**config.mk**
```make
export PLATFORM = sky130hd
export DESIGN_NAME = load_store_unit
export DESIGN_NICKNAME = d
export VERILOG_FILES = /design/src/rtl/load_store_unit.sv
export SDC_FILE = /design/constraint.sdc
export NUM_CORES = 1
export LEC_CHECK = 0
export ABC_AREA = 1
export CORE_ASPECT_RATIO = 2
export CORE_MARGIN = 10
export CORE_UTILIZATION = 46
export DETAILED_ROUTE_END_ITERATION = 6
export PLACE_DENSITY = 0.85
export SYNTH_ARGS = -nofsm -noshare
export SYNTH_HDL_FRONTEND = slang
export SYNTH_SLANG_ARGS = --single-unit
```
**constraint.sdc**
```tcl
create_clock -name clk -period 4.85 [get_ports clk]
set_input_delay 0.97 -clock clk [delete_from_list [all_inputs] [get_ports clk]]
set_output_delay 0.97 -clock clk [all_outputs]
set_load 0.05 [all_outputs]
```
**src/rtl/load_store_unit.sv**
```systemverilog
// Load/store unit: one access at a time between execute and a req/ack word bus.
// Handles lane select, replication, sign/zero extension, alignment and bus timeout.
module load_store_unit #(
  parameter int TIMEOUT = 16
) (
  input  logic        clk,
  input  logic        rst,
  input  logic        req_valid,
  input  logic        req_we,
  input  logic [2:0]  req_funct3,
  input  logic [31:0] req_addr,
  input  logic [31:0] req_wdata,
  output logic        stall,
  output logic        rsp_valid,
  output logic [31:0] rsp_rdata,
  output logic        rsp_err,
  output logic        mem_req,
  output logic        mem_we,
  output logic [3:0]  mem_be,
  output logic [31:0] mem_addr,
  output logic [31:0] mem_wdata,
  input  logic [31:0] mem_rdata,
  input  logic        mem_ack
);

  localparam int CW = $clog2(TIMEOUT) + 1;

  typedef enum logic [1:0] {S_IDLE = 2'd0, S_BUS = 2'd1, S_RESP = 2'd2} state_t;

  state_t      r_state, w_next;
  logic [CW-1:0] r_cnt;
  logic [31:0] r_addr, r_wdata, r_rdata;
  logic [2:0]  r_f3;
  logic        r_we, r_err;

  logic        w_illegal, w_tmo;
  logic [31:0] w_lane, w_ext;

  // funct3[1:0] is the access size for both loads and stores; funct3[2] marks unsigned loads
  always_comb begin
    w_illegal = 1'b0;
    if (req_we) w_illegal = (req_funct3 > 3'd2);
    else        w_illegal = (req_funct3 == 3'd3) || (req_funct3 >= 3'd6);
    if (req_funct3[1:0] == 2'd1 && req_addr[0])          w_illegal = 1'b1;
    if (req_funct3[1:0] == 2'd2 && req_addr[1:0] != 2'd0) w_illegal = 1'b1;
  end

  assign w_tmo  = (r_cnt == CW'(TIMEOUT - 1));
  assign w_lane = mem_rdata >> {r_addr[1:0], 3'b000};

  always_comb begin
    w_ext = w_lane;
    case (r_f3)
      3'd0:    w_ext = {{24{w_lane[7]}}, w_lane[7:0]};
      3'd1:    w_ext = {{16{w_lane[15]}}, w_lane[15:0]};
      3'd4:    w_ext = {24'd0, w_lane[7:0]};
      3'd5:    w_ext = {16'd0, w_lane[15:0]};
      default: w_ext = w_lane;
    endcase
  end

  always_ff @(posedge clk or posedge rst) begin
    if (rst) r_state <= S_IDLE;
    else     r_state <= w_next;
  end

  always_comb begin
    w_next = r_state;
    case (r_state)
      S_IDLE:  if (req_valid) w_next = w_illegal ? S_RESP : S_BUS;
      S_BUS:   if (mem_ack || w_tmo) w_next = S_RESP;
      S_RESP:  w_next = S_IDLE;
      default: w_next = S_IDLE;
    endcase
  end

  always_ff @(posedge clk or posedge rst) begin
    if (rst) begin
      r_cnt   <= '0;
      r_addr  <= '0;
      r_wdata <= '0;
      r_rdata <= '0;
      r_f3    <= '0;
      r_we    <= 1'b0;
      r_err   <= 1'b0;
    end else begin
      case (r_state)
        S_IDLE: if (req_valid) begin
          r_addr  <= req_addr;
          r_wdata <= req_wdata;
          r_f3    <= req_funct3;
          r_we    <= req_we;
          r_err   <= w_illegal;
          r_rdata <= '0;
          r_cnt   <= '0;
        end
        S_BUS: if (mem_ack) begin
          r_rdata <= r_we ? 32'd0 : w_ext;
          r_err   <= 1'b0;
        end else begin
          r_cnt <= r_cnt + 1'b1;
          if (w_tmo) begin
            r_err   <= 1'b1;
            r_rdata <= '0;
          end
        end
        default: ;
      endcase
    end
  end

  // bus and response outputs are gated by state so they read zero outside their window
  always_comb begin
    stall     = req_valid && (r_state != S_RESP);
    rsp_valid = 1'b0;
    rsp_err   = 1'b0;
    rsp_rdata = '0;
    mem_req   = 1'b0;
    mem_we    = 1'b0;
    mem_be    = '0;
    mem_addr  = '0;
    mem_wdata = '0;
    if (r_state == S_BUS) begin
      mem_req  = 1'b1;
      mem_we   = r_we;
      mem_addr = {r_addr[31:2], 2'b00};
      case (r_f3[1:0])
        2'd0: begin
          mem_be    = 4'b0001 << r_addr[1:0];
          mem_wdata = {4{r_wdata[7:0]}};
        end
        2'd1: begin
          mem_be    = 4'b0011 << r_addr[1:0];
          mem_wdata = {2{r_wdata[15:0]}};
        end
        default: begin
          mem_be    = 4'b1111;
          mem_wdata = r_wdata;
        end
      endcase
    end
    if (r_state == S_RESP) begin
      rsp_valid = 1'b1;
      rsp_err   = r_err;
      rsp_rdata = r_rdata;
    end
  end

endmodule
```
# Word level (Yosys, flattened, before mapping)
# Index checks and enable logic that the tools add are counted.
# classes
n_addsub	1
mul	0
div_mod_pow	0
n_lt_le_gt_ge	2
n_eq_ne	15
shifts	3
mux	30
bitwise_logic	0
n_reduce_logical	14
# op_table
operator	count
$mux 32	7
$pmux 32 s2	2
$pmux 32 s4	1
$shr 32x5->32	1
$mux 1	10
$mux 5	2
$pmux 5 s2	1
$ne 2x2->1 const B	4
$pmux 4 s2	1
$eq 2x1->1 const B	3
$eq 3x3->1 const B	2
$mux 2	3
$reduce_and 3->1	2
$add 5x1->5 const B	1
$eq 5x4->1 const B	1
$eq 2x2->1 const B	2
$logic_not 2->1	2
$mux 4	1
$pmux 2 s2	1
$reduce_and 2->1	2
$reduce_bool 2->1	2
$shl 1x2->4 const A	1
$shl 2x2->4 const A	1
$eq 3x1->1 const B	1
other kinds (8)	11
# word_totals
register_bits	108
latch_bits	0
mem_bits_rw	0
rom_bits	0
out_inout_bits	105
wordCells	73
n_memories	0

# Logic depth before layout (Yosys ltp)
# depth
word_depth	8
depth_mapped	11
ltp_nobuf	10

# Least setup slack after synthesis
# Ideal clock, no wire load.
# synth_path
path_kind	register to output
startpoint	register r_state[0]
endpoint	output rsp_rdata[10]
t_arrival_ps	2271
t_required_ps	3880
setup_slack_ps	1609
stages_incl_launch_ff	5
path_buffers	1
path_cell_list	dfrtp_1 > nor2_1 > inv_1 > buf_2 > nor2_1
# synth_between
elab_chain_cells	2
# synth_rtl
item	line_no	text
from (decl)	30	state_t r_state, w_next;
from (signal assigned)	64	else r_state <= w_next;
$eq 2x2->1	142	if (r_state == S_RESP) begin
$mux 32	142	
to (decl)	15	output logic [31:0] rsp_rdata,
# Every way passes these cells.

# Worst setup path after layout
# layout_path
startpoint	register r_f3[1]
endpoint	output mem_wdata[31]
# layout_between
elab_chain_cells	3
# layout_rtl
item	line_no	text
from (decl)	33	logic [2:0] r_f3;
from (signal assigned)	91	r_f3 <= req_funct3;
$eq 2x1->1 or $logic_not 2->1 (tied branches)	127	case (r_f3[1:0])
$pmux 32 s2 (*)	127	
$mux 32 (*)	123	if (r_state == S_BUS) begin
to (decl)	21	output logic [31:0] mem_wdata,
# Every way passes the cells marked *; elsewhere a longest branch is shown, timed or not.

==> flow_metrics.tcl <==
set metrics [dict create \
    post-place-ws_ns 1.351 \
    p_seq_frac 0.316 \
    drt_iter0_markers 308 \
    die_x_um 100.1 \
    min_path_cells 2 \
    final_cells 1156 \
    routedWlPerCell_um 17.10 \
    nets 1105 \
    core_area_sq_um 12550 \
    fin_worst_skew_ns 0.008135 \
    timing.rr.start "r_state[1]$_DFFE_PP0P_" \
    clk_pin_slew_ns 0.08 \
    cp_max_fo 37 \
    min_from "r_err$_DFFE_PP0P_" \
    grt_max_degree 66 \
    die_h_um 180.1 \
    yosys-top-cells-count "nand2_1 (271), dfrtp_1 (108), nor2_1 (98), inv_1 (89), o21ai_0 (74)" \
    netlist_top_cells_area "dfrtp_1 (46%), nand2_1 (17%), o21ai_0 (6.3%), nor2_1 (6.2%), inv_1 (5.7%)" \
    syn_area_sq_um 5896 \
    outcome "finished clean" \
    std_cell_rows 58 \
    setup.worst_path.start "r_f3[1]$_DFFE_PP0P_" \
    yosysUniqueCellTypes 29 \
    crit_arrival_ns 2.96 \
    syn_inst 825 \
    cts_setup_buffers 0 \
    p_int_mw 2.358 \
    gr-total-overflow 0 \
    synth_seq_area_share 0.4584 \
    min_to "r_err$_DFFE_PP0P_" \
    finalHoldViolCount 0 \
    vdd_drop_max_mv 0.3845 \
    cts_buffer_depth 2 \
    avgViaCountPerCell 5.106 \
    worstMarginPinSlew_ns 0.9787 \
    yosysMostFrequentCell "nand2_1" \
    p_sw_mw 2.236 \
    hp-class "flip-flop to flip-flop" \
    grt_pass1_vias 6208 \
    powerDensity_nw_per_um2 559.4 \
    synth_warnings 0 \
    ff2ff_path_depth 7 \
    start_kind "flip-flop" \
    grt_use_total 0.2168 \
    start_util 0.4696 \
    num_vias 5902 \
    syn_avg_cell_area_sq_um 7.146 \
    port-buffer-count 206 \
    area_growth_pct 39.30 \
    grt_antenna_before_repair 2 \
    dp_cells 1138 \
    ctsResizeCount 0 \
    reg2reg_to "r_rdata[15]$_DFFE_PP0P_" \
    p_sw_frac 0.4868 \
    crit_required_ns 3.88 \
    netlist.area_leader.share 0.4584 \
    ant_nets 0 \
    crit_type "flip-flop to output port" \
    synth_edf_count 0 \
    synthFlopType "dfrtp_1" \
    die_area_sq_um 18020 \
    maxCapViolCount 0 \
    dp_hpwl_mm 14.79 \
    cts_tree "yes" \
    yosysTopAreaCell "dfrtp_1" \
    clkPwrFrac 0.167 \
    rsz0062_at_grt "false" \
    drv_slew 0 \
    finalCritPeriodShare 0.8109 \
    cts_buffers 9 \
    cts_htree_levels 3 \
    setup_viol 0 \
    ioPinCount 209 \
    root_buffer "clkbuf_16" \
    layout_min_cycle_time_ns 3.933 \
    drive_gt1_frac 0.04880 \
    n_fill_cell 1111 \
    slew_headroom 0.3468 \
    fin_ws_ns 0.9171 \
    synth-async-reset-ratio 1.000 \
    p_total_mw 4.594 \
    grt_pass1_wl_mm 31.32 \
    clk_latency_ns 0.35 \
    wl_mm 19.76 \
    drt-pass1-iter-count 5 \
    ys_ff_latch 108 \
    max_freq_ghz 0.2543 \
    place.gp.congestion 0.8749 \
    p_leak_nw 3.825 \
    cts_sinks 108 \
    ctsHoldBuffers 0 \
    r2r_setup_slack_ns 2.55 \
    finalSetupTns_ns 0 \
    cp-end-kind "output port" \
    power_frac_comb 0.517 \
    drc 0 \
]
[how the worst max path moves through the flow]
stage                            end  cells past startpoint  slack (ns)
2_1_floorplan  r_addr[0]$_DFFE_PP0P_                      1        1.03
3_3_place_gp           mem_wdata[31]                      5        1.39
3_5_place_dp           mem_wdata[31]                      5        1.35
4_1_cts                mem_wdata[31]                      5        0.95
5_1_grt                mem_wdata[15]                      5        0.74
6_report               mem_wdata[31]                      5        0.92
[placed cells by master, fill, tap and decap left out, types with 3 or more instances in the layout]
cell type	count
clkdlybuf4s50_1	206
clkbuf_16	9
inv_1	88
nand2_1	271
nor3_1	5
a21oi_1	36
dfrtp_1	108
nand2_2	4
nand3_1	39
inv_2	5
o21ai_0	74
o22ai_1	15
nor2_4	3
o21ai_1	9
inv_4	5
buf_4	6
nor2_1	98
[per-stage QoR]
step	instance area (sq um)	hold slack (ns)	utilization
final	8213	0.4808	0.6542
after global routing	8213	0.5068	0.6542
after CTS	8208	0.4795	0.6538
after detailed placement	7900	0.4598	0.6293
after global placement	7900	0.4561	0.6293
after floorplan	5899	0.4436	-
[power groups by stage]
| stage | combinational [mW] | sequential (mW) | clock (mW) |
|---|---|---|---|
| global route | 2.62 | 1.49 | 0.815 |
| floorplan | 1.83 | 1.37 | 0 |
| finish | 2.37 | 1.45 | 0.768 |
| global placement | 2.34 | 1.45 | 0 |
| detailed placement | 2.37 | 1.46 | 0 |
| CTS | 2.39 | 1.45 | 0.782 |
[state kept, by name (all words and copies together), names as in the netlist]
signal,flops
r_addr,32
r_state,2
r_cnt,5
r_rdata,32
r_wdata,32
r_err,1
r_we,1
r_f3,3
[cell type report]
cell class                 instances  area (sq um)  share of cell area
inverter                          99         384.1             0.04677
clock inverter                     6         78.83            0.009598
tap                              150         187.7             0.02285
clock buffer                      10         229.0             0.02788
antenna                            2         5.005           0.0006094
timing repair buffer             212          2107              0.2566
sequential                       108          2703              0.3291
multi-input combinational        569          2519              0.3067
[kinds of logic (layout without fill, tap and decap cells)]
family                     after synthesis  after routing  synth area share
and+or+nand+nor                        430            430            0.3033
buffers and inverters                  149            327            0.1150
AOI/OAI and AO/OA                      135            135            0.1184
DFF                                    108            108            0.4584
adders and majority gates                2              2          0.004244
other                                    1              4         0.0006361
[critical path: stages (launching register included)]
cell and delay, ns:
dfrtp_1 0.83, inv_4 0.32, nand2_4 0.31, o22ai_1 0.14, nor3_1 0.15, clkdlybuf4s50_1 0.85
[per-layer routing]
| metal | vias to the layer above | track usage | share of wire |
|---|---|---|---|
| met2 | 233 | 0.3789 | 0.52 |
| li1 | 2899 | - | - |
| met5 | - | 0 | 0 |
| met1 | 2720 | 0.2194 | 0.34 |
| met3 | 50 | 0.06720 | 0.088 |
| met4 | 0 | 0.1193 | 0.050 |
Power figures use the tool's default switching activity.
==> RTL edit (same settings) <==
Set the parameter `TIMEOUT` to 64 (it was 16).
--- a/src/rtl/load_store_unit.sv
+++ b/src/rtl/load_store_unit.sv
@@ -3,3 +3,3 @@
 module load_store_unit #(
-  parameter int TIMEOUT = 16
+  parameter int TIMEOUT = 64
 ) (
Check against the original RTL: same outputs for any inputs over 10 cycles, from zero or initial values and one cycle with rst high; that may be too few to reach the edited logic, so the function may still have changed.
==> RTL edit against the unedited design <==
  * Sequential power is 5% higher
  * Count of clock-buffer cells in the layout is 1 lower
  * Final area is 1.9% higher
  * Global-route usage hardly changed
  * Area after synthesis is 2.4% higher
  * Sequential share of layout area hardly changed
  * Cell count is 3.2% higher
  * First-iteration DRC count is 14% higher
  * Maximum frequency is 5.3% lower
  * Total power is 3.9% higher
  * Sequential cell count is 2 higher
  * Setup slack worse by 0.22 ns
  * Wire length is 0.60% higher
  * Critical endpoint is now mem_be[2]
  * Highest routed layer unchanged
==> RTL edit: results (changes against the unedited design) <==
worst vdd ir -> 0.353 mV (was 0.385 mV)
share of layout cells above drive strength 1 -> 4.43% (was 4.88%)
DP Area -> 8050 sq um (was 7900 sq um)
Critical R2R Capture -> r_addr[12]$_DFFE_PP0P_ (was r_rdata[15]$_DFFE_PP0P_)
Yosys warnings -> 0 (unchanged)
WHS Endpoint -> r_wdata[22]$_DFFE_PP0P_ (was r_err$_DFFE_PP0P_)
Seq/Total Area, Yosys -> 45.6% (was 45.8%)
DP HPWL -> 15.1 mm (was 14.8 mm)
final setup margin -> 0.697 ns (was 0.917 ns)
CP Max Fanout -> 31 (was 37)
reg2reg path depth -> 6 (was 7)
Hold Startpoint -> r_wdata[22]$_DFFE_PP0P_ (was r_err$_DFFE_PP0P_)
via density per instance -> 5.12 (was 5.11)
crit path capture -> mem_be[2] (was mem_wdata[31])
DRT iter0 DRCs -> 350 (was 308)
final WL -> 19.9 mm (was 19.8 mm)
Largest regs -> r_addr x32, r_rdata x32, r_wdata x32 (unchanged)
Reg-to-Reg Start -> r_state[0]$_DFFE_PP0P_ (was r_state[1]$_DFFE_PP0P_)
Placed Instances -> 1,175 (was 1,138)
CP max-delay cell -> clkdlybuf4s50_1 (unchanged)
outcome -> finished, final reports clean (unchanged)
nets@finish -> 1,139 (was 1,105)
largest net degree at the start of global routing -> 61 (was 66)
GRT Resource Usage Total -> 21.6% (was 21.7%)
Post-synth ARST share -> 100% (unchanged)
FF-to-FF setup slack -> 2.22 ns (was 2.55 ns)
synth top area cells -> dfrtp_1 46%, nand2_1 18%, o21ai_0 7.6% (was dfrtp_1 46%, nand2_1 17%, o21ai_0 6.3%)
Crit path max-delay family -> buffers and inverters (unchanged)
CTS resizes -> 0 (unchanged)
Leak Pwr -> 3.93 nW (was 3.83 nW)
GP Congestion -> 0.867 (was 0.875)
Cell variety after synth -> 25 (was 29)
synthesized area per cell -> 7.01 sq um (was 7.15 sq um)
drt first pass iters -> 5 (unchanged)
root buf cell -> clkbuf_16 (unchanged)
Max-Slew Margin vs Limit -> 34.0% (was 34.7%)
pre-CTS setup slack -> 1.12 ns (was 1.35 ns)
clock skew -> 0.00874 ns (was 0.00813 ns)
post-DR wirelength/cell -> 16.7 microns (was 17.1 microns)
Commonest cells post-synth -> 286 x nand2_1, 110 x dfrtp_1, 102 x nor2_1 (was 271 x nand2_1, 108 x dfrtp_1, 98 x nor2_1)
first-pass GRT wire length -> 31.9 mm (was 31.3 mm)
Hold Slack -> 0.480 ns (was 0.481 ns)
vias in the first global route -> 6,392 (was 6,208)
WP data arrival -> 3.18 ns (was 2.96 ns)
Largest stage delay, worst path -> 0.83 ns (was 0.85 ns)
-- RTL edit: power by group --
part	switching, mW	total [mW]	internal, mW	leakage, nW
logic	1.72	2.46	0.741	2.37
registers	0.254	1.52	1.26	1.42
clock network	0.380	0.794	0.414	0.151
total	2.35	4.77	2.42	3.93
-- RTL edit: cell type report --
class	instances	area, sq um
Sequential cell	110	2750
Inverter	108	408
Fill cell	1094	4550
Timing Repair Buffer	212	2110
Multi-Input combinational cell	593	2590
Clock inverter	7	91.3
Antenna cell	2	5.00
Clock buffer	9	225
Tap cell	152	190
-- RTL edit: layer usage --
metal / wire (microns) / GRT usage, %
met1: 6830 / 22.2
met2: 10400 / 38.1
met3: 1650 / 5.89
met4: 1020 / 11.7
met5: 0 / 0
-- RTL edit: cell families after synthesis --
group	count (synthesis)	synth area share, %
simple gates	442	30.1
buf+inv	159	11.6
compound gates	148	12.4
flops	110	45.6
fa+ha+maj	1	0.207
other cells	1	0.0621
